`src/rtl/opnd_fetch_ctrl_pkg.sv`:
```
// ---------------------------------------------------------------------------
// opnd_fetch_ctrl_pkg
// Shared encodings for the operand fetch sequencer: operand kinds, memory
// data sizes, FSM states, and the helper that narrows returned memory data
// to the instruction's operand size.
// ---------------------------------------------------------------------------
package opnd_fetch_ctrl_pkg;

    localparam int NUM_SLOTS = 3;

    typedef enum logic [1:0] {
        OPND_KIND_NONE = 2'd0,
        OPND_KIND_REG  = 2'd1,
        OPND_KIND_IMM  = 2'd2,
        OPND_KIND_MEM  = 2'd3
    } opnd_kind_e;

    typedef enum logic [1:0] {
        OPSZ_8  = 2'd0,
        OPSZ_16 = 2'd1,
        OPSZ_32 = 2'd2
    } opnd_size_e;

    typedef enum logic [2:0] {
        OFC_IDLE  = 3'd0,
        OFC_MREQ  = 3'd1,
        OFC_MWAIT = 3'd2,
        OFC_DONE  = 3'd3,
        OFC_DRAIN = 3'd4
    } ofc_state_e;

    // Zero-extend memory data to the operand size. The unused code 2'd3 is
    // treated as a full-width pass-through.
    function automatic logic [31:0] size_mask(input logic [1:0] size,
                                              input logic [31:0] data);
        logic [31:0] res;
        case (size)
            OPSZ_8:  res = {24'd0, data[7:0]};
            OPSZ_16: res = {16'd0, data[15:0]};
            default: res = data;
        endcase
        return res;
    endfunction

endpackage

```
`src/rtl/opnd_fetch_ctrl_next_mem_slot.sv`:
```
// ---------------------------------------------------------------------------
// opnd_fetch_ctrl_next_mem_slot
// Combinational search for the lowest live MEM slot at or above start_idx.
// Ports:
//   kinds     - kind of each of the 3 slots ([i] is slot i)
//   count     - number of live slots (slots with index >= count are skipped)
//   start_idx - lowest slot index considered; 3 means "search nothing"
//   found     - a matching slot exists
//   slot_idx  - index of the lowest matching slot (0 when not found)
// ---------------------------------------------------------------------------
module opnd_fetch_ctrl_next_mem_slot
    import opnd_fetch_ctrl_pkg::*;
(
    input  logic [NUM_SLOTS-1:0][1:0] kinds,
    input  logic [1:0]                count,
    input  logic [1:0]                start_idx,
    output logic                      found,
    output logic [1:0]                slot_idx
);

    logic [NUM_SLOTS-1:0] hit;

    generate
        for (genvar gi = 0; gi < NUM_SLOTS; gi++) begin : g_hit
            localparam logic [1:0] SLOT = gi[1:0];
            assign hit[gi] = (kinds[gi] == OPND_KIND_MEM) &&
                             (SLOT < count) && (SLOT >= start_idx);
        end
    endgenerate

    always_comb begin
        found    = |hit;
        slot_idx = 2'd0;
        if (hit[0]) begin
            slot_idx = 2'd0;
        end else if (hit[1]) begin
            slot_idx = 2'd1;
        end else if (hit[2]) begin
            slot_idx = 2'd2;
        end
    end

endmodule

```
`src/rtl/opnd_fetch_ctrl.sv`:
```
// ---------------------------------------------------------------------------
// opnd_fetch_ctrl
// Sequencer between operand decode and execute. Latches up to three operand
// descriptors, fetches MEM slots one at a time over a single read port, and
// hands the completed operands to execute with a valid/ready handshake.
// A synchronous flush abandons the instruction, draining any in-flight read.
// Ports:
//   clk, rst                      - clock, synchronous active-high reset
//   flush                         - abandon current instruction
//   in_valid/in_ready             - descriptor handshake (ready only in IDLE)
//   opnd_count, opnd_size         - live slot count, memory data size
//   opndN_kind, opndN_val         - slot kind and value / effective address
//   mem_req_valid/ready/addr      - read request channel
//   mem_rsp_valid/data            - read response (one pulse per request)
//   out_valid/out_ready           - completed operand handshake
//   opndN_r                       - final operand values (0 outside DONE)
// All outputs are registered.
// ---------------------------------------------------------------------------
module opnd_fetch_ctrl
    import opnd_fetch_ctrl_pkg::*;
(
    input  logic        clk,
    input  logic        rst,
    input  logic        flush,
    input  logic        in_valid,
    output logic        in_ready,
    input  logic [1:0]  opnd_count,
    input  logic [1:0]  opnd_size,
    input  logic [1:0]  opnd0_kind,
    input  logic [1:0]  opnd1_kind,
    input  logic [1:0]  opnd2_kind,
    input  logic [31:0] opnd0_val,
    input  logic [31:0] opnd1_val,
    input  logic [31:0] opnd2_val,
    output logic        mem_req_valid,
    input  logic        mem_req_ready,
    output logic [31:0] mem_req_addr,
    input  logic        mem_rsp_valid,
    input  logic [31:0] mem_rsp_data,
    output logic        out_valid,
    input  logic        out_ready,
    output logic [31:0] opnd0_r,
    output logic [31:0] opnd1_r,
    output logic [31:0] opnd2_r
);

    ofc_state_e                   state_q, state_d;
    logic [1:0]                   idx_q, idx_d;
    logic [1:0]                   count_q, count_d;
    logic [1:0]                   size_q, size_d;
    logic [NUM_SLOTS-1:0][1:0]    kind_q, kind_d;
    logic [NUM_SLOTS-1:0][31:0]   val_q, val_d;

    logic                         in_ready_q, in_ready_d;
    logic                         mem_req_valid_q, mem_req_valid_d;
    logic [31:0]                  mem_req_addr_q, mem_req_addr_d;
    logic                         out_valid_q, out_valid_d;
    logic [NUM_SLOTS-1:0][31:0]   opnd_r_q, opnd_r_d;

    // Incoming descriptors with slots beyond opnd_count forced to NONE / 0.
    logic [NUM_SLOTS-1:0][1:0]    in_kind_raw, acc_kind;
    logic [NUM_SLOTS-1:0][31:0]   in_val_raw, acc_val;

    assign in_kind_raw = {opnd2_kind, opnd1_kind, opnd0_kind};
    assign in_val_raw  = {opnd2_val, opnd1_val, opnd0_val};

    generate
        for (genvar gi = 0; gi < NUM_SLOTS; gi++) begin : g_accept
            localparam logic [1:0] SLOT = gi[1:0];
            assign acc_kind[gi] = (SLOT < opnd_count) ? in_kind_raw[gi] : OPND_KIND_NONE;
            assign acc_val[gi]  = (SLOT < opnd_count) ? in_val_raw[gi]  : 32'd0;
        end
    endgenerate

    // One shared scanner: in IDLE it searches the incoming descriptors from
    // slot 0; otherwise it searches the latched slots above the current one.
    logic [NUM_SLOTS-1:0][1:0]    scan_kinds;
    logic [1:0]                   scan_count;
    logic [1:0]                   scan_start;
    logic                         scan_found;
    logic [1:0]                   scan_idx;

    always_comb begin
        if (state_q == OFC_IDLE) begin
            scan_kinds = acc_kind;
            scan_count = opnd_count;
            scan_start = 2'd0;
        end else begin
            scan_kinds = kind_q;
            scan_count = count_q;
            scan_start = idx_q + 2'd1;
        end
    end

    opnd_fetch_ctrl_next_mem_slot u_next_mem_slot (
        .kinds     (scan_kinds),
        .count     (scan_count),
        .start_idx (scan_start),
        .found     (scan_found),
        .slot_idx  (scan_idx)
    );

    always_comb begin
        state_d = state_q;
        idx_d   = idx_q;
        count_d = count_q;
        size_d  = size_q;
        kind_d  = kind_q;
        val_d   = val_q;

        // Flush takes priority over every other transition in each state.
        case (state_q)
            OFC_IDLE: begin
                if (!flush && in_valid) begin
                    count_d = opnd_count;
                    size_d  = opnd_size;
                    kind_d  = acc_kind;
                    val_d   = acc_val;
                    idx_d   = scan_idx;
                    state_d = scan_found ? OFC_MREQ : OFC_DONE;
                end
            end
            OFC_MREQ: begin
                // A request accepted in the flush cycle still returns data,
                // so it must be drained.
                if (flush) begin
                    state_d = mem_req_ready ? OFC_DRAIN : OFC_IDLE;
                end else if (mem_req_ready) begin
                    state_d = OFC_MWAIT;
                end
            end
            OFC_MWAIT: begin
                if (flush) begin
                    state_d = mem_rsp_valid ? OFC_IDLE : OFC_DRAIN;
                end else if (mem_rsp_valid) begin
                    val_d[idx_q] = size_mask(size_q, mem_rsp_data);
                    if (scan_found) begin
                        idx_d   = scan_idx;
                        state_d = OFC_MREQ;
                    end else begin
                        state_d = OFC_DONE;
                    end
                end
            end
            OFC_DONE: begin
                if (flush || out_ready) begin
                    state_d = OFC_IDLE;
                end
            end
            OFC_DRAIN: begin
                if (mem_rsp_valid) begin
                    state_d = OFC_IDLE;
                end
            end
            default: state_d = OFC_IDLE;
        endcase

        // Outputs are decoded from the next state so they register in step
        // with it.
        in_ready_d      = (state_d == OFC_IDLE);
        mem_req_valid_d = (state_d == OFC_MREQ);
        mem_req_addr_d  = (state_d == OFC_MREQ) ? val_d[idx_d] : 32'd0;
        out_valid_d     = (state_d == OFC_DONE);
        opnd_r_d        = (state_d == OFC_DONE) ? val_d : '0;
    end

    always_ff @(posedge clk) begin
        if (rst) begin
            state_q         <= OFC_IDLE;
            idx_q           <= 2'd0;
            count_q         <= 2'd0;
            size_q          <= 2'd0;
            kind_q          <= '0;
            val_q           <= '0;
            in_ready_q      <= 1'b1;
            mem_req_valid_q <= 1'b0;
            mem_req_addr_q  <= 32'd0;
            out_valid_q     <= 1'b0;
            opnd_r_q        <= '0;
        end else begin
            state_q         <= state_d;
            idx_q           <= idx_d;
            count_q         <= count_d;
            size_q          <= size_d;
            kind_q          <= kind_d;
            val_q           <= val_d;
            in_ready_q      <= in_ready_d;
            mem_req_valid_q <= mem_req_valid_d;
            mem_req_addr_q  <= mem_req_addr_d;
            out_valid_q     <= out_valid_d;
            opnd_r_q        <= opnd_r_d;
        end
    end

    assign in_ready      = in_ready_q;
    assign mem_req_valid = mem_req_valid_q;
    assign mem_req_addr  = mem_req_addr_q;
    assign out_valid     = out_valid_q;
    assign opnd0_r       = opnd_r_q[0];
    assign opnd1_r       = opnd_r_q[1];
    assign opnd2_r       = opnd_r_q[2];

endmodule

```
`config.mk`:
```
export PLATFORM = sky130hd
export DESIGN_NAME = opnd_fetch_ctrl
export DESIGN_NICKNAME = d
export VERILOG_FILES = /design/src/rtl/opnd_fetch_ctrl_pkg.sv /design/src/rtl/opnd_fetch_ctrl_next_mem_slot.sv /design/src/rtl/opnd_fetch_ctrl.sv
export SDC_FILE = /design/constraint.sdc
export NUM_CORES = 1
export LEC_CHECK = 0
export CELL_PAD_IN_SITES_DETAIL_PLACEMENT = 1
export CELL_PAD_IN_SITES_GLOBAL_PLACEMENT = 1
export CORE_AREA = 2 2 161 163
export DETAILED_ROUTE_END_ITERATION = 10
export DIE_AREA = 0 0 163 165
export PLACE_DENSITY = 0.86
export SYNTH_ARGS = -nofsm -noshare
export SYNTH_HDL_FRONTEND = slang
export SYNTH_SLANG_ARGS = --single-unit
```
`constraint.sdc`:
```
create_clock -name clk -period 4.59 [get_ports clk]
set_input_delay 0.918 -clock clk [delete_from_list [all_inputs] [get_ports clk]]
set_output_delay 0.918 -clock clk [all_outputs]
set_load 0.01 [all_outputs]
```
==> results.json <==
{
  "ys_warn_count": 0,
  "cp_slowest_cell": "nand3_1",
  "p_leak_nw": 4.47,
  "drt-total-wl_um": 38500,
  "row_count": 58,
  "tns_ns": 0,
  "first_global_vias": 9634,
  "finalClockSkew_ns": 0.0130,
  "ant_nets": 0,
  "layout_commonest_cell": "clkdlybuf4s50_1",
  "synth_area_leaders": "dfxtp_1 (53%), nor2_1 (10%), a221oi_1 (7.1%), nor4_1 (3.3%), o31a_1 (2.5%)",
  "drt_first_pass_iters": 7,
  "antenna_found_initial": 3,
  "cp.arrival_ns": 3.92,
  "clk_latency_ns": 0.53,
  "yosysTopAreaCellShare_pct": 52.7,
  "drive_above_1_share_pct": 8.15,
  "setup.worst_path.end_class": "flip-flop",
  "netlist_instances": 1004,
  "seq_area_sq_um": 4840,
  "clk_pin_slew_ns": 0.06,
  "tightest_slew_ns": 1.08,
  "synth_area_per_cell_sq_um": 9.15,
  "fillers": 2798,
  "ys_ff_latch": 242,
  "post-route-min-period_ns": 3.54,
  "port_buffers": 275,
  "crit_chain": "nor3b_2, nand3_1, nor2_1, a221oi_1, o41ai_1",
  "clock-sinks": 242,
  "ys_async_sr_fraction_pct": 0,
  "cts_root_buf": "clkbuf_16",
  "synth_cell_types": 61,
  "die_y_um": 165,
  "cpLargestDelayFamily": "simple AND/OR/NAND/NOR gates",
  "hold_viol": 0,
  "cts_tree": "built",
  "startpoint_type": "flip-flop",
  "setup_violations": 0,
  "cp_max_fo": 16,
  "syn_area_sq_um": 9190,
  "total_power_w": 0.00479,
  "drt_iter0_drc": 631,
  "grt_first_pass_wirelength_um": 57400,
  "hpwlAfterDp_um": 26600,
  "yosysTopAreaCell": "dfxtp_1",
  "vias_per_cell": 5.83,
  "fmax_mhz": 283,
  "overflow": 0,
  "grt_max_degree": 58,
  "most-common-layout-cells": "clkdlybuf4s50_1 (274), nor2_1 (249), dfxtp_1 (242)",
  "cts_setup_buffers": 0,
  "cts_max_path_buffers": 3,
  "syn_nets": 1152,
  "multiInputGateArea_sq_um": 3980,
  "syn_to_final_growth_pct": 43.0,
  "crit_required_ns": 4.97,
  "avgRoutedWirePerCell_um": 24.1,
  "ys.flop_type": "dfxtp_1",
  "cp_slowest_stage_delay_ns": 0.88,
  "synth_edf_count": 0,
  "fin_crit_sh_pct": 77.1,
  "slew_violations": 0,
  "start_util_pct": 36.7,
  "gp_congestion": 0.876,
  "rsz0062_at_grt": "no",
  "cts_resized": 0,
  "relSlewSlack_pct": 27.7,
  "power.density_nw_per_um2": 364,
  "irDropWorstVdd_mv": 0.201,
  "status": "finished, final reports clean",
  "drc": 0,
  "yosysSeqAreaShare_pct": 52.7,
  "htree_levels": 1,
  "grt.total_usage_pct": 27.9,
  "core_sq_um": 25000,
  "cts_buffers": 26,
  "ios": 276,
  "die_area_sq_um": 26900,
  "critPathKind": "flip-flop to flip-flop",
  "min_path_type": "flip-flop to flip-flop",
  "ctsHoldBuffers": 0,
  "layout.nets": 1393,
  "vias": 9308,
  "cp_num_buf_inv": 0,
  "chipWidth_um": 163,
  "drv_cap": 0
}
worst paths after layout:
check | end | cells past startpoint | startpoint | slack [ns]
setup reg to reg | mem_req_addr[16] | 5 | state_q[1] | 1.05
hold / removal | kind_q[3] | 2 | kind_q[3] | 0.46
hold reg to reg | kind_q[3] | 2 | kind_q[3] | 0.46
setup / recovery | mem_req_addr[16] | 5 | state_q[1] | 1.05
cell usage after synthesis, types with 6 or more instances:
cell type and number:
nor2_1 250, dfxtp_1 242, a221oi_1 74, clkbuf_1 59, nor4_1 49, nand2_1 36, buf_2 27, o31a_1 26
a211oi_1 25, nor3_1 25, a21oi_1 19, and2_1 12, a22oi_1 11, nand3_1 10, a22o_1 9, and3_1 9
a222oi_1 8, inv_1 7, nand4_1 7, nor2b_1 7, o21ai_0 7, a32oi_1 6, nor4b_1 6, o2111ai_1 6
o41ai_1 6
registers in the layout, indices dropped and copies added (netlist names):
register       flops
count_q            2
idx_q              2
in_ready           1
kind_q             6
mem_req_addr      32
mem_req_valid      1
opnd0_r           32
opnd1_r           32
opnd2_r           32
out_valid          1
size_q             2
state_q            3
val_q             96
logic make-up after synthesis:
| logic type | after synthesis | share of synthesized area [%] |
|---|---|---|
| AO/OA/AOI/OAI | 211 | 18.9 |
| adder cells (fa/ha/maj) | 3 | 0.408 |
| buffers and inverters | 100 | 4.57 |
| flip-flops | 242 | 52.7 |
| multiplexers | 3 | 0.327 |
| AND/OR/NAND/NOR | 445 | 23.1 |
tightest hold or removal path, stage by stage, from the launching register on:
cell     delay (ns)
dfxtp_1        0.31
nand2_1        0.05
a21oi_1        0.05
cell type report:
class | count | area share, %
clock inverters | 11 | 0.695
multi-input cells | 662 | 30.3
clock buffers | 36 | 5.85
diodes | 2 | 0.0381
repair buffers | 304 | 22.9
flip-flops and latches | 242 | 36.9
inverters | 9 | 0.257
well taps | 330 | 3.14
power by group:
group / internal, W / total, W / switching (W)
Clock: 0.00123 / 0.00210 / 0.000877
Sequential: 0.00215 / 0.00217 / 0.0000254
Combinational: 0.000226 / 0.000516 / 0.000290
Total: 0.00360 / 0.00479 / 0.00119
routing by layer:
layer  global-route usage [%]  up-vias  share of wire [%]
met4                     12.8        4                4.2
met1                     34.0     4544                 40
met3                     6.50      107                8.1
li1                         -     4166                  -
met5                        0        -              0.070
met2                     46.9      487                 48
stage by stage:
stage | utilization (%) | hold slack (ns) | instances | instance area (sq um) | setup slack [ns]
6_report | 52.5 | 0.458 | 1596 | 13100 | 1.05
5_1_grt | 52.5 | 0.480 | 1595 | 13100 | 0.956
4_1_cts | 52.5 | 0.465 | 1594 | 13100 | 1.09
3_5_place_dp | 49.1 | 0.455 | 1547 | 12300 | 0.542
3_3_place_gp | 49.1 | 0.438 | 1547 | 12300 | 0.650
2_1_floorplan | - | 0.428 | 1004 | 9190 | 1.91
Note: power is estimated with default switching activity, not from simulation.
